===== src/rtl/clk_tick_gen.sv =====
// clk_tick_gen
//   Timebase for the digital clock. Divides clk_100M down to a base tick
//   (BASE_HZ, display scan) and further to a 1 Hz tick (timekeeping). It also
//   provides a 50% duty 1 Hz square wave and a runtime-programmable tick
//   channel. Every tick is a single-cycle clock enable, not a clock.
//
//   Ports
//     clk_100M   in   system clock, all logic on rising edge
//     sys_rst_p  in   asynchronous active-high reset
//     en         in   1 = count, 0 = freeze all counters (ticks forced low)
//     sync_clr   in   synchronous phase clear of all counters (wins over en)
//     fast       in   1 = tick_1Hz on every base tick (time setting)
//     div_load   in   load div_in into the programmable divisor
//     div_in     in   new divisor, in base ticks (0 = channel off)
//     tick_base  out  1-cycle pulse at BASE_HZ
//     tick_1Hz   out  1-cycle pulse at 1 Hz, coincident with a tick_base
//     sq_1Hz     out  1 Hz square wave, 50% duty
//     tick_prog  out  1-cycle pulse every div_q base ticks
module clk_tick_gen #(
    parameter int unsigned CLK_FREQ_HZ  = 100_000_000,
    parameter int unsigned BASE_HZ      = 1000,
    parameter int unsigned PROG_W       = 16,
    parameter int unsigned PROG_DEFAULT = 500
) (
    input  logic              clk_100M,
    input  logic              sys_rst_p,
    input  logic              en,
    input  logic              sync_clr,
    input  logic              fast,
    input  logic              div_load,
    input  logic [PROG_W-1:0] div_in,
    output logic              tick_base,
    output logic              tick_1Hz,
    output logic              sq_1Hz,
    output logic              tick_prog
);

    localparam int unsigned PRE_DIV = CLK_FREQ_HZ / BASE_HZ;
    localparam int unsigned PRE_W   = $clog2(PRE_DIV);
    localparam int unsigned SEC_W   = $clog2(BASE_HZ);

    localparam logic [PRE_W-1:0]  PRE_MAX  = PRE_W'(PRE_DIV - 1);
    localparam logic [SEC_W-1:0]  SEC_MAX  = SEC_W'(BASE_HZ - 1);
    localparam logic [SEC_W-1:0]  SEC_HALF = SEC_W'(BASE_HZ / 2);
    localparam logic [PROG_W-1:0] DIV_RST  = PROG_W'(PROG_DEFAULT);

    if (CLK_FREQ_HZ % BASE_HZ != 0) begin : g_chk_ratio
        $error("clk_tick_gen: CLK_FREQ_HZ must be a multiple of BASE_HZ");
    end
    if (PRE_DIV < 2) begin : g_chk_prediv
        $error("clk_tick_gen: CLK_FREQ_HZ/BASE_HZ must be at least 2");
    end
    if ((BASE_HZ < 2) || (BASE_HZ % 2 != 0)) begin : g_chk_base
        $error("clk_tick_gen: BASE_HZ must be even and at least 2");
    end

    logic [PRE_W-1:0]  pre_cnt;
    logic [SEC_W-1:0]  sec_cnt;
    logic [PROG_W-1:0] prog_cnt;
    logic [PROG_W-1:0] div_q;

    logic pre_wrap;
    logic sec_wrap;
    logic prog_on;
    logic prog_wrap;

    always_comb begin
        pre_wrap  = (pre_cnt == PRE_MAX);
        sec_wrap  = (sec_cnt == SEC_MAX);
        prog_on   = (div_q != '0);
        prog_wrap = prog_on && (prog_cnt == (div_q - PROG_W'(1)));
    end

    always_ff @(posedge clk_100M or posedge sys_rst_p) begin
        if (sys_rst_p) begin
            pre_cnt   <= '0;
            sec_cnt   <= '0;
            prog_cnt  <= '0;
            div_q     <= DIV_RST;
            tick_base <= 1'b0;
            tick_1Hz  <= 1'b0;
            sq_1Hz    <= 1'b0;
            tick_prog <= 1'b0;
        end else begin
            tick_base <= 1'b0;
            tick_1Hz  <= 1'b0;
            tick_prog <= 1'b0;

            if (sync_clr) begin
                pre_cnt  <= '0;
                sec_cnt  <= '0;
                prog_cnt <= '0;
                sq_1Hz   <= 1'b0;
            end else if (en) begin
                sq_1Hz <= (sec_cnt >= SEC_HALF);
                if (pre_wrap) begin
                    pre_cnt   <= '0;
                    tick_base <= 1'b1;
                    // fast pins sec_cnt at 0, so a full second follows its release
                    if (fast || sec_wrap) begin
                        sec_cnt  <= '0;
                        tick_1Hz <= 1'b1;
                    end else begin
                        sec_cnt <= sec_cnt + SEC_W'(1);
                    end
                    if (prog_wrap) begin
                        prog_cnt  <= '0;
                        tick_prog <= 1'b1;
                    end else if (prog_on) begin
                        prog_cnt <= prog_cnt + PROG_W'(1);
                    end
                end else begin
                    pre_cnt <= pre_cnt + PRE_W'(1);
                    if (fast) begin
                        sec_cnt <= '0;
                    end
                end
            end

            // Placed last so it overrides the prog_cnt update above; a wrap
            // in the same cycle still emits its tick_prog from the old divisor.
            if (div_load) begin
                div_q    <= div_in;
                prog_cnt <= '0;
            end
        end
    end

endmodule

===== config.mk =====
export PLATFORM = sky130hd
export DESIGN_NAME = clk_tick_gen
export DESIGN_NICKNAME = d
export VERILOG_FILES = /design/src/rtl/clk_tick_gen.sv
export SDC_FILE = /design/constraint.sdc
export NUM_CORES = 1
export LEC_CHECK = 0
export CORE_ASPECT_RATIO = 1.25
export CORE_MARGIN = 10
export CORE_UTILIZATION = 50
export DETAILED_ROUTE_END_ITERATION = 8
export DONT_BUFFER_PORTS = 1
export SYNTH_ARGS = -nofsm -noshare
export SYNTH_HDL_FRONTEND = slang
export SYNTH_SLANG_ARGS = --single-unit

===== constraint.sdc =====
create_clock -name clk_100M -period 4.2 [get_ports clk_100M]
set_input_delay 0.42 -clock clk_100M [delete_from_list [all_inputs] [get_ports clk_100M]]
set_output_delay 0.42 -clock clk_100M [all_outputs]
set_load 0.05 [all_outputs]

# Yosys cells after proc, flatten, opt, wreduce, memory -nomap -nowiden
# Index checks and enable logic that the tools add are counted.
dict set report totals {
  out_inout_bits 4
  inputBits 22
  elab_cells 53
  ff_bits 63
}
dict set report classes {
  addsub 4
  order_cmp 1
  n_eq_ne 3
  reduce_logical 10
  mux 27
}
# operator count
set ops {}
lappend ops {{two-way mux 16 bit} 6}
lappend ops {{two-way mux 17 bit} 3}
lappend ops {{two-way mux 10 bit} 5}
lappend ops {{adder 17 x 1 -> 17 bit, second input constant} 1}
lappend ops {{== test 17 bit, second input constant} 1}
lappend ops {{adder 16 x 1 -> 16 bit, second input constant} 1}
lappend ops {{== test 16 bit} 1}
lappend ops {{nonzero test 16 bit} 1}
lappend ops {{subtractor 16 x 1 -> 16 bit, second input constant} 1}
lappend ops {{two-way mux 1 bit} 13}
lappend ops {{adder 10 x 1 -> 10 bit, second input constant} 1}
lappend ops {{== test 10 bit, second input constant} 1}
lappend ops {{greater-or-equal comparator 10 x 9 -> 1 bit, second input constant} 1}
lappend ops {{nonzero test 3 bit} 3}
lappend ops {{nonzero test 4 bit} 1}
lappend ops {{AND reduction 3 bit} 1}
lappend ops {{AND reduction 2 bit} 1}
lappend ops {{nonzero test 2 bit} 1}
lappend ops {{logical AND 1 bit} 1}
lappend ops {{logical OR 1 bit} 1}

# Longest topological paths before layout
# Gate-level depths: netlist (run 1).
dict set report depth {
  depth_word 8
  depth_mapped 10
  mapped_depth_nobuf 9
}

# Worst setup path after synthesis (run 1)
# Ideal clock, no wire load.
dict set report synth_timing {
  path_kind {reg2reg}
  from {register div_q[0]}
  to {register prog_cnt[6]}
  slack_ns 1.358
  t_required_ns 4.081
  n_path_buf 1
  setup_ns 0.119
  t_arrival_ns 2.722
  path_stages_with_launch 11
  synth_period_minus_slack_ns 2.842
  path_cell_list {dfrtp_1 inv_1 ha_1 nor3b_4 and3_2 mux2_1 or4b_1 or4_4 o21ai_4 buf_6 nor2_2}
}
dict set report synth_via {
  elab_chain_cells 8
  word_cells_on_any_way 11
  classes_between {add/sub: 1; eq/ne: 1; mux: 5; reduce/logical: 4}
}
# item line
set synth_rtl {}
lappend synth_rtl {{start: declaration} 60} ;# logic [PROG_W-1:0] div_q;
lappend synth_rtl {{start signal: assignment} 123} ;# div_q <= div_in;
lappend synth_rtl {{subtractor 16 x 1 -> 16 bit} 71} ;# prog_wrap = prog_on && (prog_cnt == (div_q - PROG_W'(1)));
lappend synth_rtl {{== test 16 bit} 71}
lappend synth_rtl {{logical AND 1 bit} 71}
lappend synth_rtl {{two-way mux 16 bit} 106} ;# if (prog_wrap) begin
lappend synth_rtl {{two-way mux 16 bit} 96} ;# if (pre_wrap) begin
lappend synth_rtl {{two-way mux 16 bit} 94} ;# end else if (en) begin
lappend synth_rtl {{two-way mux 16 bit} 89} ;# if (sync_clr) begin
lappend synth_rtl {{two-way mux 16 bit} 122} ;# if (div_load) begin
lappend synth_rtl {{end signal: assignment} 110} ;# prog_cnt <= prog_cnt + PROG_W'(1);
lappend synth_rtl {{end: declaration} 59} ;# logic [PROG_W-1:0] prog_cnt;
# Several ways; a longest one is shown, not always the timed one. The select of a mux whose other input is x is not followed.
# A chain may end at the register's enable or synchronous reset.

# Worst setup path after layout (run 1)
dict set report layout_timing {
  from {register div_q[0]}
  to {register prog_cnt[13]}
}
# The elaborated chain is that of the path after synthesis.

==> results of run 1 <==
## area by class of cell
cell class,instances,area [µm²]
clock buffer,10,138
inverter,15,56.3
fill,694,3340
tap,92,115
clock inverter,6,60.1
timing repair buffer,3,22.5
sequential,63,1580
multi-input combinational,323,2130
## Yosys cell counts, types with 3 or more instances
| cell type | number | area, µm² |
|---|---|---|
| a21oi_1 | 10 | 50.1 |
| a31oi_1 | 6 | 37.5 |
| and3_1 | 15 | 93.8 |
| and4_1 | 6 | 52.6 |
| and4b_1 | 3 | 30.0 |
| buf_6 | 4 | 45.0 |
| clkbuf_1 | 11 | 41.3 |
| dfrtp_1 | 57 | 1430 |
| dfstp_2 | 6 | 158 |
| ha_1 | 5 | 62.6 |
| inv_1 | 15 | 56.3 |
| mux2_2 | 13 | 146 |
| nand2_1 | 35 | 131 |
| nand2b_1 | 10 | 62.6 |
| nand3_1 | 17 | 85.1 |
| nand3b_1 | 3 | 22.5 |
| nand4_1 | 12 | 75.1 |
| nor2_1 | 34 | 128 |
| nor2_2 | 10 | 62.6 |
| nor2b_1 | 4 | 25.0 |
| nor3_1 | 9 | 45.0 |
| nor4_1 | 7 | 43.8 |
| nor4_4 | 3 | 63.8 |
| o21ai_0 | 21 | 105 |
| o21ai_1 | 16 | 80.1 |
| o22ai_1 | 3 | 18.8 |
| o31ai_1 | 4 | 30.0 |
| or3_1 | 3 | 18.8 |
| or4_1 | 3 | 22.5 |
| or4b_1 | 4 | 40.0 |
| xnor2_1 | 24 | 210 |
| xor2_1 | 11 | 96.3 |
## registers in the layout, summed over array words and instances (netlist names)
name,count
div_q,16
tick_base,1
pre_cnt,17
sec_cnt,10
tick_prog,1
tick_1Hz,1
sq_1Hz,1
prog_cnt,16
## report_power, final
group	internal, µW	leakage (µW)	switching [µW]	total (µW)
Combinational	48.7	0.000682	60.3	109
Clock	287	0.0000981	250	536
Sequential	629	0.000836	38.2	667
## path summary, 6_finish.rpt
kind,end
min in group clk_100M,pre_cnt[9]$_DFFE_PP0P_
worst max register to register,prog_cnt[13]$_DFFE_PP0P_
worst max-delay path,prog_cnt[13]$_DFFE_PP0P_
max in group asynchronous,div_q[2]$_DFFE_PP1P_
worst min-delay path,div_q[11]$_DFFE_PP0P_
worst min register to register,pre_cnt[16]$_DFFE_PP0P_
## cells by family after synthesis
kind of cell               share of synthesized area (%)
muxes                                               4.09
AOI/OAI and AO/OA                                   11.6
buffers and inverters                               3.70
adders and majority gates                           1.62
DFF                                                 41.1
and+or+nand+nor                                     30.0
xor gates and xnor gates                            7.95
## metal layers
metal	vias to the layer above	global-route usage, %
met5	-	0
met4	0	5.30
met3	15	4.49
met2	54	26.0
met1	1473	17.1
li1	1496	-
## stage by stage
| stage | cells | utilization [%] | total power, µW |
|---|---|---|---|
| final | 512 | 55.2 | 1310 |
| after global routing | 512 | 55.2 | 1380 |
| after CTS | 512 | 55.2 | 1330 |
| after detailed placement | 496 | 52.5 | 789 |
| after global placement | 496 | 52.5 | 787 |
| after floorplan | 416 | - | 772 |
## worst register-to-register path, stage by stage (launching register included)
cell	delay (ns)
dfrtp_1	0.46
inv_1	0.11
ha_1	0.22
nor3b_4	0.38
and3_2	0.29
mux2_1	0.16
or4b_1	0.45
or4_4	0.55
o21ai_4	0.43
nor2_1	0.10
==> flow_metrics.py, run 1 <==
metrics = {
    "yosys": {
        "synthCells": 416,
        "ys_seq_elements": 63,
        "synth-warning-count": 0,
        "synth_area_um2": 3860,
        "synth-edff-count": 0,
        "dominantRegCellSynth": "dfrtp_1",
        "avgSynthCellArea_um2": 9.27,
        "async_flop_share_pct": 100,
        "ys_seq_area_share_pct": 41.1,
        "synth_nets": 443,
        "synth_cell_types": 54,
    },
    "floorplan": {
        "die_area_um2": 11600,
        "die_x_um": 98.6,
        "coreArea_um2": 7440,
        "start_util_pct": 51.8,
        "fp.dieH_um": 118,
        "rows": 35,
        "io_pins": 26,
    },
    "worst_setup_path": {
        "r2r_setup_slack_ns": 0.93,
        "crit_chain": "inv_1 -> ha_1 -> nor3b_4 -> and3_2 -> mux2_1 -> or4b_1 -> or4_4 -> o21ai_4 -> nor2_1",
        "arrival_ns": 3.49,
        "reg2reg_depth": 9,
        "crit_slowest_cell": "or4_4",
        "cp_max_fo": 12,
        "path_depth": 9,
        "end_kind": "register",
        "worst-path-buf-inv": 1,
        "max_stage_delay_ns": 0.55,
        "startpoint_type": "register",
        "required_ns": 4.42,
        "rr_startpoint": "div_q[0]$_DFFE_PP0P_",
        "critPathTopFamily": "simple AND/OR/NAND/NOR gates",
        "critPathKind": "reg -> reg",
        "cp-startpoint": "div_q[0]$_DFFE_PP0P_",
    },
    "layout": {
        "final_nets": 442,
        "diodes": 0,
        "area_growth_syn_to_layout_pct": 6.45,
        "layout_commonest_cell": "dfrtp_1",
        "final_cell_mix": "dfrtp_1 (57), nand2_1 (35), nor2_1 (34)",
        "postLayoutCellArea_um2": 4110,
        "drive_above_1_share_pct": 15.0,
    },
    "detailed_routing": {
        "routed.top_layer": "met4",
        "drt-initial-drc-count": 183,
        "wl_met2_um": 4380,
        "drc": 0,
        "vias_per_cell": 5.93,
        "wl_um": 8530,
        "wl_per_cell_um": 16.7,
        "route.vias.total": 3038,
        "wl_met1_um": 3630,
        "wl_met3_um": 384,
        "ant_nets": 0,
        "dr.pass1.iters": 4,
    },
    "place": {
        "routabilityCongestion": 0.889,
        "dp_hpwl_um": 6180,
        "placed_area_um2": 3910,
        "dp_slack_ns": 0.922,
        "port_buffers": 0,
    },
    "timing": {
        "timing.setup.tns_ns": 0,
        "setup_viol": 0,
        "tightest_slew_ns": 0.744,
        "maxSlewViolCount": 0,
        "final.setup_skew_ns": 0.0105,
        "hold_slack_ns": 0.0522,
        "relSlewSlack_pct": 50.2,
        "finalWorstSetupSlack_ns": 0.925,
        "hold_viol": 0,
        "rsz0062_at_grt": "false",
        "min_period_over_period_pct": 78.0,
        "period_minus_slack_ns": 3.27,
        "timing.fmax_mhz": 305,
    },
    "global_routing": {
        "grt_overflow": 0,
        "grt_pass1_vias": 3131,
        "antenna_found_initial": 0,
        "grt_pass1_wl_um": 14800,
        "grt_max_degree": 34,
        "grt_use_total_pct": 15.1,
    },
    "power_and_ir_drop": {
        "powerDensity_nw_per_um2": 320,
        "ir_worst_vdd_mv": 0.184,
        "leakage_uw": 0.00162,
    },
    "clocking": {
        "cts_tree": "built",
        "postCtsSetupBuffers": 0,
        "cts_buffer_depth": 2,
        "ctsHtreeMaxLevel": 3,
        "insertion_delay_ns": 0.35,
        "postCtsResizedCells": 0,
        "clock-sinks": 63,
        "clk_transition_reported_paths_ns": 0.08,
        "cts_hold_buffers": 0,
        "clk_root_buffer_cell": "clkbuf_8",
        "cts_buffers": 9,
    },
    "worst_hold_path": {
        "hp-class": "in -> async",
    },
    "run": {
        "max_cap_violations": 0,
    },
    "status": {
        "status": "completed",
    },
}
Power figures use the tool's default switching activity.
==> run 2: changes to the inputs <==
--- a/config.mk
+++ b/config.mk
@@ -10,6 +10,7 @@
 export CORE_UTILIZATION = 50
 export DETAILED_ROUTE_END_ITERATION = 8
 export DONT_BUFFER_PORTS = 1
+export PLACE_DENSITY = 0.68
 export SYNTH_ARGS = -nofsm -noshare
 export SYNTH_HDL_FRONTEND = slang
 export SYNTH_SLANG_ARGS = --single-unit
==> constraint.sdc (replaced) <==
create_clock -name clk_100M -period 2.91 [get_ports clk_100M]
set_input_delay 0.291 -clock clk_100M [delete_from_list [all_inputs] [get_ports clk_100M]]
set_output_delay 0.291 -clock clk_100M [all_outputs]
set_load 0.05 [all_outputs]
==> flow_metrics.py, run 2 (synthesized netlist as in run 1, its figures left out) <==
metrics = {
    "status": {
        "status": "completed",
    },
    "global_routing": {
        "antenna_found_initial": 0,
        "grt_max_degree": 30,
        "grt_use_total_pct": 15.1,
        "grt_overflow": 0,
        "grt_pass1_wl_um": 14900,
        "grt_pass1_vias": 3139,
    },
    "run": {
        "max_cap_violations": 0,
    },
    "floorplan": {
        "die_area_um2": 11600,
        "rows": 35,
        "io_pins": 26,
        "fp.dieH_um": 118,
        "start_util_pct": 51.8,
        "die_x_um": 98.6,
        "coreArea_um2": 7440,
    },
    "worst_setup_path": {
        "startpoint_type": "register",
        "arrival_ns": 3.05,
        "endpoint": "prog_cnt[13]$_DFFE_PP0P_",
        "r2r_setup_slack_ns": 0.1,
        "end_kind": "register",
        "required_ns": 3.15,
        "r2r-end": "prog_cnt[13]$_DFFE_PP0P_",
        "critPathKind": "reg -> reg",
        "reg2reg_depth": 10,
        "cp-startpoint": "div_q[0]$_DFFE_PP0P_",
        "cp_max_fo": 10,
        "rr_startpoint": "div_q[0]$_DFFE_PP0P_",
    },
    "clocking": {
        "cts_buffers": 9,
        "cts_tree": "built",
        "cts_buffer_depth": 2,
        "ctsHtreeMaxLevel": 3,
        "clock-sinks": 63,
        "insertion_delay_ns": 0.35,
        "clk_transition_reported_paths_ns": 0.07,
        "clk_root_buffer_cell": "clkbuf_8",
    },
    "detailed_routing": {
        "wl_per_cell_um": 16.7,
        "drt-initial-drc-count": 135,
        "vias_per_cell": 5.95,
        "wl_um": 8960,
        "ant_nets": 0,
        "route.vias.total": 3187,
        "dr.pass1.iters": 4,
        "drc": 0,
    },
    "timing": {
        "final.setup_skew_ns": 0.00689,
        "hold_viol": 0,
        "tightest_slew_ns": 0.611,
        "maxSlewViolCount": 0,
        "setup_viol": 0,
        "timing.fmax_mhz": 355,
        "min_period_over_period_pct": 96.7,
        "relSlewSlack_pct": 59.2,
        "period_minus_slack_ns": 2.81,
    },
    "layout": {
        "diodes": 0,
        "area_growth_syn_to_layout_pct": 13.2,
        "largest_register": "pre_cnt",
        "final_util_pct": 58.6,
        "final_cell_mix": "dfrtp_1 (57), nand2_1 (35), nor2_1 (34)",
        "fill_cells": 680,
        "layout_commonest_cell": "dfrtp_1",
        "postLayoutCellArea_um2": 4370,
        "top_regs": "pre_cnt x17, div_q x16, prog_cnt x16",
        "final_nets": 466,
        "drive_above_1_share_pct": 19.6,
        "largest_reg_flops": 17,
    },
    "place": {
        "port_buffers": 0,
        "placed_area_um2": 4040,
        "routabilityCongestion": 0.913,
        "dp_hpwl_um": 6340,
    },
    "power_and_ir_drop": {
        "leakage_uw": 0.00175,
        "powerDensity_nw_per_um2": 467,
        "ir_worst_vdd_mv": 0.314,
    },
    "worst_hold_path": {
        "hp-class": "in -> reg",
    },
}
## run 2: cell types whose count changed in the layout (fill, tap and decap cells not counted), moves of 3 or more
cell,delta
dlygate4sd3_1,+3
buf_4,+20
clkinv_4,+3
clkinv_2,-3
## run 2: what timing repair did
item                                    CTS  global route
endpoints found under the setup margin   10            10
gates resized for setup                   0             5
hold buffers                              2             1
pin swaps                                 0             2
hold endpoints to repair                 36             1
buffers inserted                          2             3
gates cloned                              0             0
## run 2: how the worst min path moves through the flow
stage | startpoint | endpoint | slack [ns] | cells after the start
after floorplan | div_in[7] | div_q[7]$_DFFE_PP1P_ | 0.41 | 2
after global placement | sys_rst_p | prog_cnt[10]$_DFFE_PP0P_ | 0.28 | 1
after detailed placement | sys_rst_p | prog_cnt[15]$_DFFE_PP0P_ | 0.29 | 1
after CTS | div_load | div_q[7]$_DFFE_PP1P_ | 0.002 | 1
after global routing | en | sq_1Hz$_DFFE_PP0P_ | 0.02 | 1
final | en | sq_1Hz$_DFFE_PP0P_ | 0.03 | 1
## run 2: cell type report
class | instances | area, µm² | area share (%)
sequential | 63 | 1580 | 36.3
tap | 92 | 115 | 2.64
timing repair buffer | 27 | 223 | 5.10
inverter | 15 | 56.3 | 1.29
multi-input combinational | 323 | 2160 | 49.4
clock buffer | 10 | 138 | 3.15
clock inverter | 6 | 93.8 | 2.15
## run 2: per-layer routing
metal / wire, µm / GRT usage (%) / vias to the layer above
met4: 156 / 7.36 / 0
met5: 0 / 0 / -
met3: 393 / 3.67 / 13
li1: - / - / 1545
met2: 4540 / 25.7 / 68
met1: 3860 / 17.3 / 1561
## run 2: critical path: stages, from the launching register on
cell and delay (ns):
dfrtp_1 0.40, inv_1 0.08, ha_2 0.21, nor3b_4 0.26, and3_4 0.24, mux2_1 0.15
or4b_1 0.44, or4_4 0.48, o21ai_4 0.23, buf_12 0.16, nor2_1 0.05
## run 2: where the power goes
part | internal [µW] | switching [µW] | leakage [µW]
Combinational | 92.6 | 102 | 0.000805
Sequential | 907 | 52.5 | 0.000836
Clock | 510 | 373 | 0.000113
## run 2: metrics by stage
step,instances,hold WS (ns),total power [µW],setup slack (ns),TNS [ns]
2_1_floorplan,416,0.406,1110,0.0683,0
3_3_place_gp,512,0.277,1150,0.0334,0
3_5_place_dp,512,0.287,1150,-0.107,-0.940
4_1_cts,532,0.00197,2050,0.00682,0
5_1_grt,536,0.0245,2120,-0.0238,-0.168
6_report,536,0.0340,2040,0.0967,0
==> run 3: changes to the inputs <==
--- a/config.mk
+++ b/config.mk
@@ -14,3 +14,4 @@
 export SYNTH_ARGS = -nofsm -noshare
 export SYNTH_HDL_FRONTEND = slang
 export SYNTH_SLANG_ARGS = --single-unit
+export TNS_END_PERCENT = 1
==> results of run 3 <==
No change in the layout: final DEF, timing and power equal those of run 2.
